<file path="src/rtl/sys_bus_arbiter_if.sv">
// Two-requester shared-bus bundle: requester ports, shared-bus ports and the grant vector.
// The slave modport is the arbiter's view; the master modport is the environment's view.
interface sys_bus_arbiter_if #(
    parameter int WIDTH = 32
);
    logic             rq0_wr;
    logic             rq0_rd;
    logic [1:0]       rq0_size;
    logic [WIDTH-1:0] rq0_addr;
    logic [WIDTH-1:0] rq0_wdata;
    logic [WIDTH-1:0] rq0_rdata;
    logic             rq0_error;
    logic             rq0_ack;

    logic             rq1_wr;
    logic             rq1_rd;
    logic [1:0]       rq1_size;
    logic [WIDTH-1:0] rq1_addr;
    logic [WIDTH-1:0] rq1_wdata;
    logic [WIDTH-1:0] rq1_rdata;
    logic             rq1_error;
    logic             rq1_ack;

    logic             bus_wr;
    logic             bus_rd;
    logic [1:0]       bus_size;
    logic [WIDTH-1:0] bus_addr;
    logic [WIDTH-1:0] bus_wdata;
    logic [WIDTH-1:0] bus_rdata;
    logic             bus_error;

    logic [1:0]       grant;

    modport slave (
        input  rq0_wr, rq0_rd, rq0_size, rq0_addr, rq0_wdata,
        output rq0_rdata, rq0_error, rq0_ack,
        input  rq1_wr, rq1_rd, rq1_size, rq1_addr, rq1_wdata,
        output rq1_rdata, rq1_error, rq1_ack,
        output bus_wr, bus_rd, bus_size, bus_addr, bus_wdata,
        input  bus_rdata, bus_error,
        output grant
    );

    modport master (
        output rq0_wr, rq0_rd, rq0_size, rq0_addr, rq0_wdata,
        input  rq0_rdata, rq0_error, rq0_ack,
        output rq1_wr, rq1_rd, rq1_size, rq1_addr, rq1_wdata,
        input  rq1_rdata, rq1_error, rq1_ack,
        input  bus_wr, bus_rd, bus_size, bus_addr, bus_wdata,
        output bus_rdata, bus_error,
        input  grant
    );
endinterface

</file>
<file path="src/rtl/sys_bus_arbiter.sv">
// Round-robin arbiter funnelling two requesters onto one shared bus, one transaction at a time.
// Each legal transaction takes IDLE -> ISSUE (strobe) -> RESP (ack); misaligned ones skip the bus.
module sys_bus_arbiter #(
    parameter int WIDTH = 32
) (
    input logic               clk,
    input logic               rst,
    sys_bus_arbiter_if.slave  arb
);
    typedef enum logic [1:0] {
        IDLE,
        ISSUE,
        RESP
    } state_t;

    state_t           state;
    logic [1:0]       grant_q;
    logic             last_grant;
    logic [1:0]       ack_q;
    logic             bus_wr_q;
    logic             bus_rd_q;
    logic             write_q;
    logic             illegal_q;
    logic [1:0]       size_q;
    logic [WIDTH-1:0] addr_q;
    logic [WIDTH-1:0] wdata_q;

    logic             act0;
    logic             act1;
    logic             pick1;
    logic             sel_write;
    logic [1:0]       sel_size;
    logic [WIDTH-1:0] sel_addr;
    logic [WIDTH-1:0] sel_wdata;
    logic             sel_illegal;

    // Reserved size or an address not aligned to the transfer size never reaches the bus.
    function automatic logic is_illegal(input logic [1:0] size, input logic [1:0] low);
        return (size == 2'd3) || (size == 2'd1 && low[0]) || (size == 2'd2 && low != 2'b00);
    endfunction

    always_comb begin
        act0        = arb.rq0_wr | arb.rq0_rd;
        act1        = arb.rq1_wr | arb.rq1_rd;
        pick1       = act1 && (!act0 || !last_grant);
        sel_write   = pick1 ? arb.rq1_wr    : arb.rq0_wr;
        sel_size    = pick1 ? arb.rq1_size  : arb.rq0_size;
        sel_addr    = pick1 ? arb.rq1_addr  : arb.rq0_addr;
        sel_wdata   = pick1 ? arb.rq1_wdata : arb.rq0_wdata;
        sel_illegal = is_illegal(sel_size, sel_addr[1:0]);
    end

    always_ff @(posedge clk) begin
        if (rst) begin
            state      <= IDLE;
            grant_q    <= 2'b00;
            last_grant <= 1'b1;
            ack_q      <= 2'b00;
            bus_wr_q   <= 1'b0;
            bus_rd_q   <= 1'b0;
            write_q    <= 1'b0;
            illegal_q  <= 1'b0;
            size_q     <= 2'd0;
            addr_q     <= '0;
            wdata_q    <= '0;
        end else begin
            case (state)
                IDLE: begin
                    ack_q <= 2'b00;
                    if (act0 || act1) begin
                        grant_q    <= pick1 ? 2'b10 : 2'b01;
                        last_grant <= pick1;
                        write_q    <= sel_write;
                        illegal_q  <= sel_illegal;
                        size_q     <= sel_size;
                        addr_q     <= sel_addr;
                        wdata_q    <= sel_wdata;
                        if (sel_illegal) begin
                            ack_q <= pick1 ? 2'b10 : 2'b01;
                            state <= RESP;
                        end else begin
                            bus_wr_q <= sel_write;
                            bus_rd_q <= !sel_write;
                            state    <= ISSUE;
                        end
                    end
                end
                ISSUE: begin
                    bus_wr_q <= 1'b0;
                    bus_rd_q <= 1'b0;
                    ack_q    <= grant_q;
                    state    <= RESP;
                end
                RESP: begin
                    ack_q   <= 2'b00;
                    grant_q <= 2'b00;
                    state   <= IDLE;
                end
                default: begin
                    ack_q    <= 2'b00;
                    grant_q  <= 2'b00;
                    bus_wr_q <= 1'b0;
                    bus_rd_q <= 1'b0;
                    state    <= IDLE;
                end
            endcase
        end
    end

    // Secondary response arrives in the ack cycle itself, so it is steered through unregistered.
    assign arb.rq0_ack   = ack_q[0];
    assign arb.rq1_ack   = ack_q[1];
    assign arb.rq0_error = ack_q[0] & (illegal_q | arb.bus_error);
    assign arb.rq1_error = ack_q[1] & (illegal_q | arb.bus_error);
    assign arb.rq0_rdata = (ack_q[0] && !write_q && !illegal_q) ? arb.bus_rdata : '0;
    assign arb.rq1_rdata = (ack_q[1] && !write_q && !illegal_q) ? arb.bus_rdata : '0;

    assign arb.bus_wr    = bus_wr_q;
    assign arb.bus_rd    = bus_rd_q;
    assign arb.bus_size  = size_q;
    assign arb.bus_addr  = addr_q;
    assign arb.bus_wdata = wdata_q;
    assign arb.grant     = grant_q;
endmodule

</file>
<file path="src/flat_wrapper.sv">
// flat-port wrapper written by rule: the top's interface ports become plain ports
module sys_bus_arbiter_flat 
#(
    parameter int WIDTH = 32
)
  (clk, rst, arb_rq0_wr, arb_rq0_rd, arb_rq0_size, arb_rq0_addr, arb_rq0_wdata, arb_rq0_rdata, arb_rq0_error, arb_rq0_ack, arb_rq1_wr, arb_rq1_rd, arb_rq1_size, arb_rq1_addr, arb_rq1_wdata, arb_rq1_rdata, arb_rq1_error, arb_rq1_ack, arb_bus_wr, arb_bus_rd, arb_bus_size, arb_bus_addr, arb_bus_wdata, arb_bus_rdata, arb_bus_error, arb_grant);
  sys_bus_arbiter_if #(.WIDTH(WIDTH)) arb_i ();
  input logic clk;
  input logic rst;
  input wire logic [$bits(arb_i.rq0_wr)-1:0] arb_rq0_wr;
  input wire logic [$bits(arb_i.rq0_rd)-1:0] arb_rq0_rd;
  input wire logic [$bits(arb_i.rq0_size)-1:0] arb_rq0_size;
  input wire logic [$bits(arb_i.rq0_addr)-1:0] arb_rq0_addr;
  input wire logic [$bits(arb_i.rq0_wdata)-1:0] arb_rq0_wdata;
  output wire logic [$bits(arb_i.rq0_rdata)-1:0] arb_rq0_rdata;
  output wire logic [$bits(arb_i.rq0_error)-1:0] arb_rq0_error;
  output wire logic [$bits(arb_i.rq0_ack)-1:0] arb_rq0_ack;
  input wire logic [$bits(arb_i.rq1_wr)-1:0] arb_rq1_wr;
  input wire logic [$bits(arb_i.rq1_rd)-1:0] arb_rq1_rd;
  input wire logic [$bits(arb_i.rq1_size)-1:0] arb_rq1_size;
  input wire logic [$bits(arb_i.rq1_addr)-1:0] arb_rq1_addr;
  input wire logic [$bits(arb_i.rq1_wdata)-1:0] arb_rq1_wdata;
  output wire logic [$bits(arb_i.rq1_rdata)-1:0] arb_rq1_rdata;
  output wire logic [$bits(arb_i.rq1_error)-1:0] arb_rq1_error;
  output wire logic [$bits(arb_i.rq1_ack)-1:0] arb_rq1_ack;
  output wire logic [$bits(arb_i.bus_wr)-1:0] arb_bus_wr;
  output wire logic [$bits(arb_i.bus_rd)-1:0] arb_bus_rd;
  output wire logic [$bits(arb_i.bus_size)-1:0] arb_bus_size;
  output wire logic [$bits(arb_i.bus_addr)-1:0] arb_bus_addr;
  output wire logic [$bits(arb_i.bus_wdata)-1:0] arb_bus_wdata;
  input wire logic [$bits(arb_i.bus_rdata)-1:0] arb_bus_rdata;
  input wire logic [$bits(arb_i.bus_error)-1:0] arb_bus_error;
  output wire logic [$bits(arb_i.grant)-1:0] arb_grant;
  assign arb_i.rq0_wr = arb_rq0_wr;
  assign arb_i.rq0_rd = arb_rq0_rd;
  assign arb_i.rq0_size = arb_rq0_size;
  assign arb_i.rq0_addr = arb_rq0_addr;
  assign arb_i.rq0_wdata = arb_rq0_wdata;
  assign arb_rq0_rdata = arb_i.rq0_rdata;
  assign arb_rq0_error = arb_i.rq0_error;
  assign arb_rq0_ack = arb_i.rq0_ack;
  assign arb_i.rq1_wr = arb_rq1_wr;
  assign arb_i.rq1_rd = arb_rq1_rd;
  assign arb_i.rq1_size = arb_rq1_size;
  assign arb_i.rq1_addr = arb_rq1_addr;
  assign arb_i.rq1_wdata = arb_rq1_wdata;
  assign arb_rq1_rdata = arb_i.rq1_rdata;
  assign arb_rq1_error = arb_i.rq1_error;
  assign arb_rq1_ack = arb_i.rq1_ack;
  assign arb_bus_wr = arb_i.bus_wr;
  assign arb_bus_rd = arb_i.bus_rd;
  assign arb_bus_size = arb_i.bus_size;
  assign arb_bus_addr = arb_i.bus_addr;
  assign arb_bus_wdata = arb_i.bus_wdata;
  assign arb_i.bus_rdata = arb_bus_rdata;
  assign arb_i.bus_error = arb_bus_error;
  assign arb_grant = arb_i.grant;
  sys_bus_arbiter #(.WIDTH(WIDTH)) u_core (.clk(clk), .rst(rst), .arb(arb_i));
endmodule
</file>
<file path="config.mk">
export PLATFORM = sky130hd
export DESIGN_NAME = sys_bus_arbiter_flat
export DESIGN_NICKNAME = d
export VERILOG_FILES = /design/src/rtl/sys_bus_arbiter_if.sv /design/src/rtl/sys_bus_arbiter.sv /design/src/flat_wrapper.sv
export SDC_FILE = /design/constraint.sdc
export NUM_CORES = 1
export LEC_CHECK = 0
export ABC_CLOCK_PERIOD_IN_PS = 3330
export CAP_MARGIN = 30
export CORE_AREA = 2 2 121 123
export DETAILED_ROUTE_END_ITERATION = 7
export DIE_AREA = 0 0 123 125
export GPL_ROUTABILITY_DRIVEN = 0
export GPL_TIMING_DRIVEN = 0
export PLACE_DENSITY = 0.65
export SLEW_MARGIN = 20
export SYNTH_ARGS = -nofsm -noshare
export SYNTH_HDL_FRONTEND = slang
export SYNTH_SLANG_ARGS = --single-unit
export TNS_END_PERCENT = 5
</file>
<file path="constraint.sdc">
create_clock -name clk -period 3.33 [get_ports clk]
set_clock_uncertainty 0.1 [all_clocks]
set_input_delay 0.666 -clock clk [delete_from_list [all_inputs] [get_ports clk]]
set_output_delay 0.666 -clock clk [all_outputs]
set_load 0.05 [all_outputs]
</file>
==> flow_summary.yaml <==
status:
  status: "finished clean"
worst_hold_path:
  min_delay_path_depth: 2
  min_path_type: "reg2reg"
die:
  die_area_mm2: 0.0154
  die_w_um: 123
  start_util: 0.238
  fp.dieH_um: 125
  std_cell_rows: 44
  core-area_mm2: 0.0142
  ios: 309
route:
  via_per_inst: 4.87
  vias: 4241
  wirelength_um: 15500
  first_pass_iters: 7
  highest_layer: "met4"
  wire_per_inst_um: 17.7
  wl_met1_um: 5510
  drcViolationCount: 0
  wl_met2_um: 8160
  drt-initial-drc-count: 366
  wl_met3_um: 1590
  ant_nets: 0
setup_path:
  crit_fanout: 10
  worst-r2r-cell-count: 6
  worstSetupPathType: "reg2out"
  critPathLaunchType: "register"
  path_cells: "nor3b_2 -> clkbuf_1 -> and2_1 -> clkdlybuf4s50_1"
  crit_slowest_cell: "clkdlybuf4s50_1"
  crit_path_max_incr_delay_ns: 0.83
  arrival_ns: 2.37
  critPathCaptureType: "primary output"
  worstPathRequired_ns: 2.56
synthesis:
  synth_top_family_by_area: "simple AND/OR/NAND/NOR gates"
  post_synth_fa_ha_maj_area_fraction: 0
  synth_cells: 364
  synthMuxAreaShare: 0.0163
  synth.yosys.seq_area_share: 0.457
  synth_top_area_frac: 0.457
  synth_top_cells_by_area: "dfxtp_1, a222oi_1, and2_1"
  syn_avg_cell_area_um2: 9.27
  synth-seq-cells: 77
  ys_types: 30
  syn_nets: 535
  synth.cell_area_mm2: 0.00338
  synth_compound_area_frac: 0.226
  yosysTopAreaCell: "dfxtp_1"
  synth.yosys.warnings: 0
  synth-simple-area-share: 0.238
  synth_xor_area_frac: 0
cells_and_area:
  syn_to_final_growth_pct: 109
  final_util: 0.497
  drive_gt1_frac: 0.0611
  nets: 854
  fill_cells: 1326
  register_area_mm2: 0.00154
  multi_input_area_mm2: 0.00163
  diodes: 0
sta:
  worst_slew_pin_slew_ns: 0.822
  whs_ns: 0.402
  period_needed_ns: 3.14
  post-route-period-util: 0.943
  setup_viol: 0
  setup_tns_ns: 0
  hold_viol_final: 0
  fmax_mhz: 318
  drv_slew: 0
  relSlewSlack: 0.449
  rsz0062_at_grt: "no"
place:
  portBuffers: 308
  dp_hpwl_um: 12200
grt:
  grt_max_degree: 13
  grt_usage: 0.191
  grt_pass1_vias: 4350
  grt_pass1_wl_um: 22800
  gr-total-overflow: 0
  antenna_found_initial: 0
clock_tree:
  numCtsBuffers: 9
  clock_sinks: 77
  cts_tree: "done"
  cts.clk_slew.worst_paths_ns: 0.06
  cts_buffer_depth: 2
  clock-root-buffer: "clkbuf_16"
  clock_latency_ns: 0.32
  post-cts-setup-buffers: 0
  htree_num_levels: 3
job:
  maxCapViolCount: 0
power_and_ir_drop:
  powerDensity_mw_per_mm2: 561
  swShare: 0.361
  sequentialPowerShare: 0.286
  ir_drop_v: 0.000326
  internal-power_mw: 2.53
  switchingPower_mw: 1.43
  pwr-share-clk: 0.303
  p_comb_frac: 0.411
  power_leakage_nw: 2.71
-- routing by layer --
metal  up-vias  global-route usage
met5         -                   0
met2       230               0.366
met3        14              0.0634
met4         0              0.0475
li1       2013                   -
met1      1984               0.194
-- synthesized netlist by cell type, drive strengths merged --
| library cell | number |
|---|---|
| dfxtp | 77 |
| nor2 | 72 |
| and2 | 65 |
| a222oi | 62 |
| buf | 20 |
| clkbuf | 18 |
| nor3 | 10 |
| a21oi | 7 |
| a211oi | 4 |
| mux2i | 4 |
| inv | 3 |
| nor4 | 3 |
| nand2 | 2 |
| nor3b | 2 |
| o21a | 2 |
| o21ai | 2 |
| or3 | 2 |
| a2111oi | 1 |
| a211o | 1 |
| a22oi | 1 |
| a31o | 1 |
| a31oi | 1 |
| a32o | 1 |
| mux2 | 1 |
| nand2b | 1 |
| or2 | 1 |
-- per-stage QoR --
stage / cells / power, mW / worst slack, ns / area (µm²)
global placement: 856 / 2.76 / 0.278 / 6690
finish: 871 / 3.96 / 0.190 / 7060
CTS: 871 / 4.00 / 0.136 / 7060
detailed placement: 856 / 2.78 / 0.225 / 6690
floorplan: 364 / 2.12 / 0.870 / 3380
global route: 871 / 4.14 / 0.0208 / 7060
-- logic make-up after synthesis --
| group | after synthesis |
|---|---|
| and+or+nand+nor | 158 |
| AOI/OAI and AO/OA | 83 |
| DFF | 77 |
| buffers and inverters | 41 |
| muxes | 5 |
-- flip-flops by register name, indices dropped and copies added (netlist names) --
name and cells:
u_core.ack_q 2, u_core.arb.bus_wdata 32, u_core.arb.bus_size 2, u_core.write_q 1
u_core.illegal_q 1, u_core.arb.bus_addr 32, u_core.arb.bus_wr 1, u_core.last_grant 1
u_core.arb.bus_rd 1, u_core.state 2, u_core.arb.grant 2
-- critical path: cells and delay by family, from the launching register on --
| kind | cells | cell delay (ns) |
|---|---|---|
| buffers and inverters | 2 | 1.14 |
| AND/OR/NAND/NOR | 2 | 0.55 |
| flip-flops | 1 | 0.36 |
-- placed cells by master (no fill, tap or decap), types with 2 or more instances in the layout --
cell type / n
clkdlybuf4s50_1: 308
dfxtp_1: 77
nor2_1: 72
and2_1: 65
a222oi_1: 62
clkbuf_1: 19
buf_2: 15
nor3_1: 9
clkbuf_16: 9
a21oi_1: 7
buf_6: 5
mux2i_1: 4
a211oi_1: 4
bufinv_16: 4
inv_1: 3
nor3b_2: 2
o21a_1: 2
or3_1: 2
nor4_1: 2
nand2_1: 2
-- power by group through the flow --
stage | clock [mW] | sequential (mW) | combinational (mW)
finish | 1.20 | 1.13 | 1.63
detailed placement | 0 | 1.15 | 1.63
floorplan | 0 | 1.57 | 0.548
CTS | 1.23 | 1.14 | 1.64
global route | 1.27 | 1.15 | 1.72
global placement | 0 | 1.15 | 1.62
-- final timing paths --
| path | slack (ns) | end | from |
|---|---|---|---|
| hold / removal | 0.40 | u_core.write_q$_SDFFE_PP0P_ | u_core.write_q$_SDFFE_PP0P_ |
| hold reg to reg | 0.40 | u_core.write_q$_SDFFE_PP0P_ | u_core.write_q$_SDFFE_PP0P_ |
| setup reg to reg | 1.14 | u_core.arb.bus_addr[5]$_SDFFE_PP0P_ | u_core.last_grant$_SDFFE_PP1P_ |
| setup / recovery | 0.19 | arb_rq0_rdata[22] | u_core.illegal_q$_SDFFE_PP0P_ |
-- repair_timing --
action / 4_1_cts / 5_1_grt
endpoints found under the setup margin: 32 / 0
hold buffers: 0 / 0
resized for setup: 2 / 0
-- area by class of cell --
type / instances / area share
inverter: 3 / 0.00159
clock inverter: 4 / 0.0170
clock buffer: 11 / 0.0344
sequential: 77 / 0.218
multi-input combinational: 246 / 0.231
timing repair buffer: 308 / 0.437
buffer: 38 / 0.0282
tap: 184 / 0.0326
No activity file was read; power rests on OpenSTA's default activity.
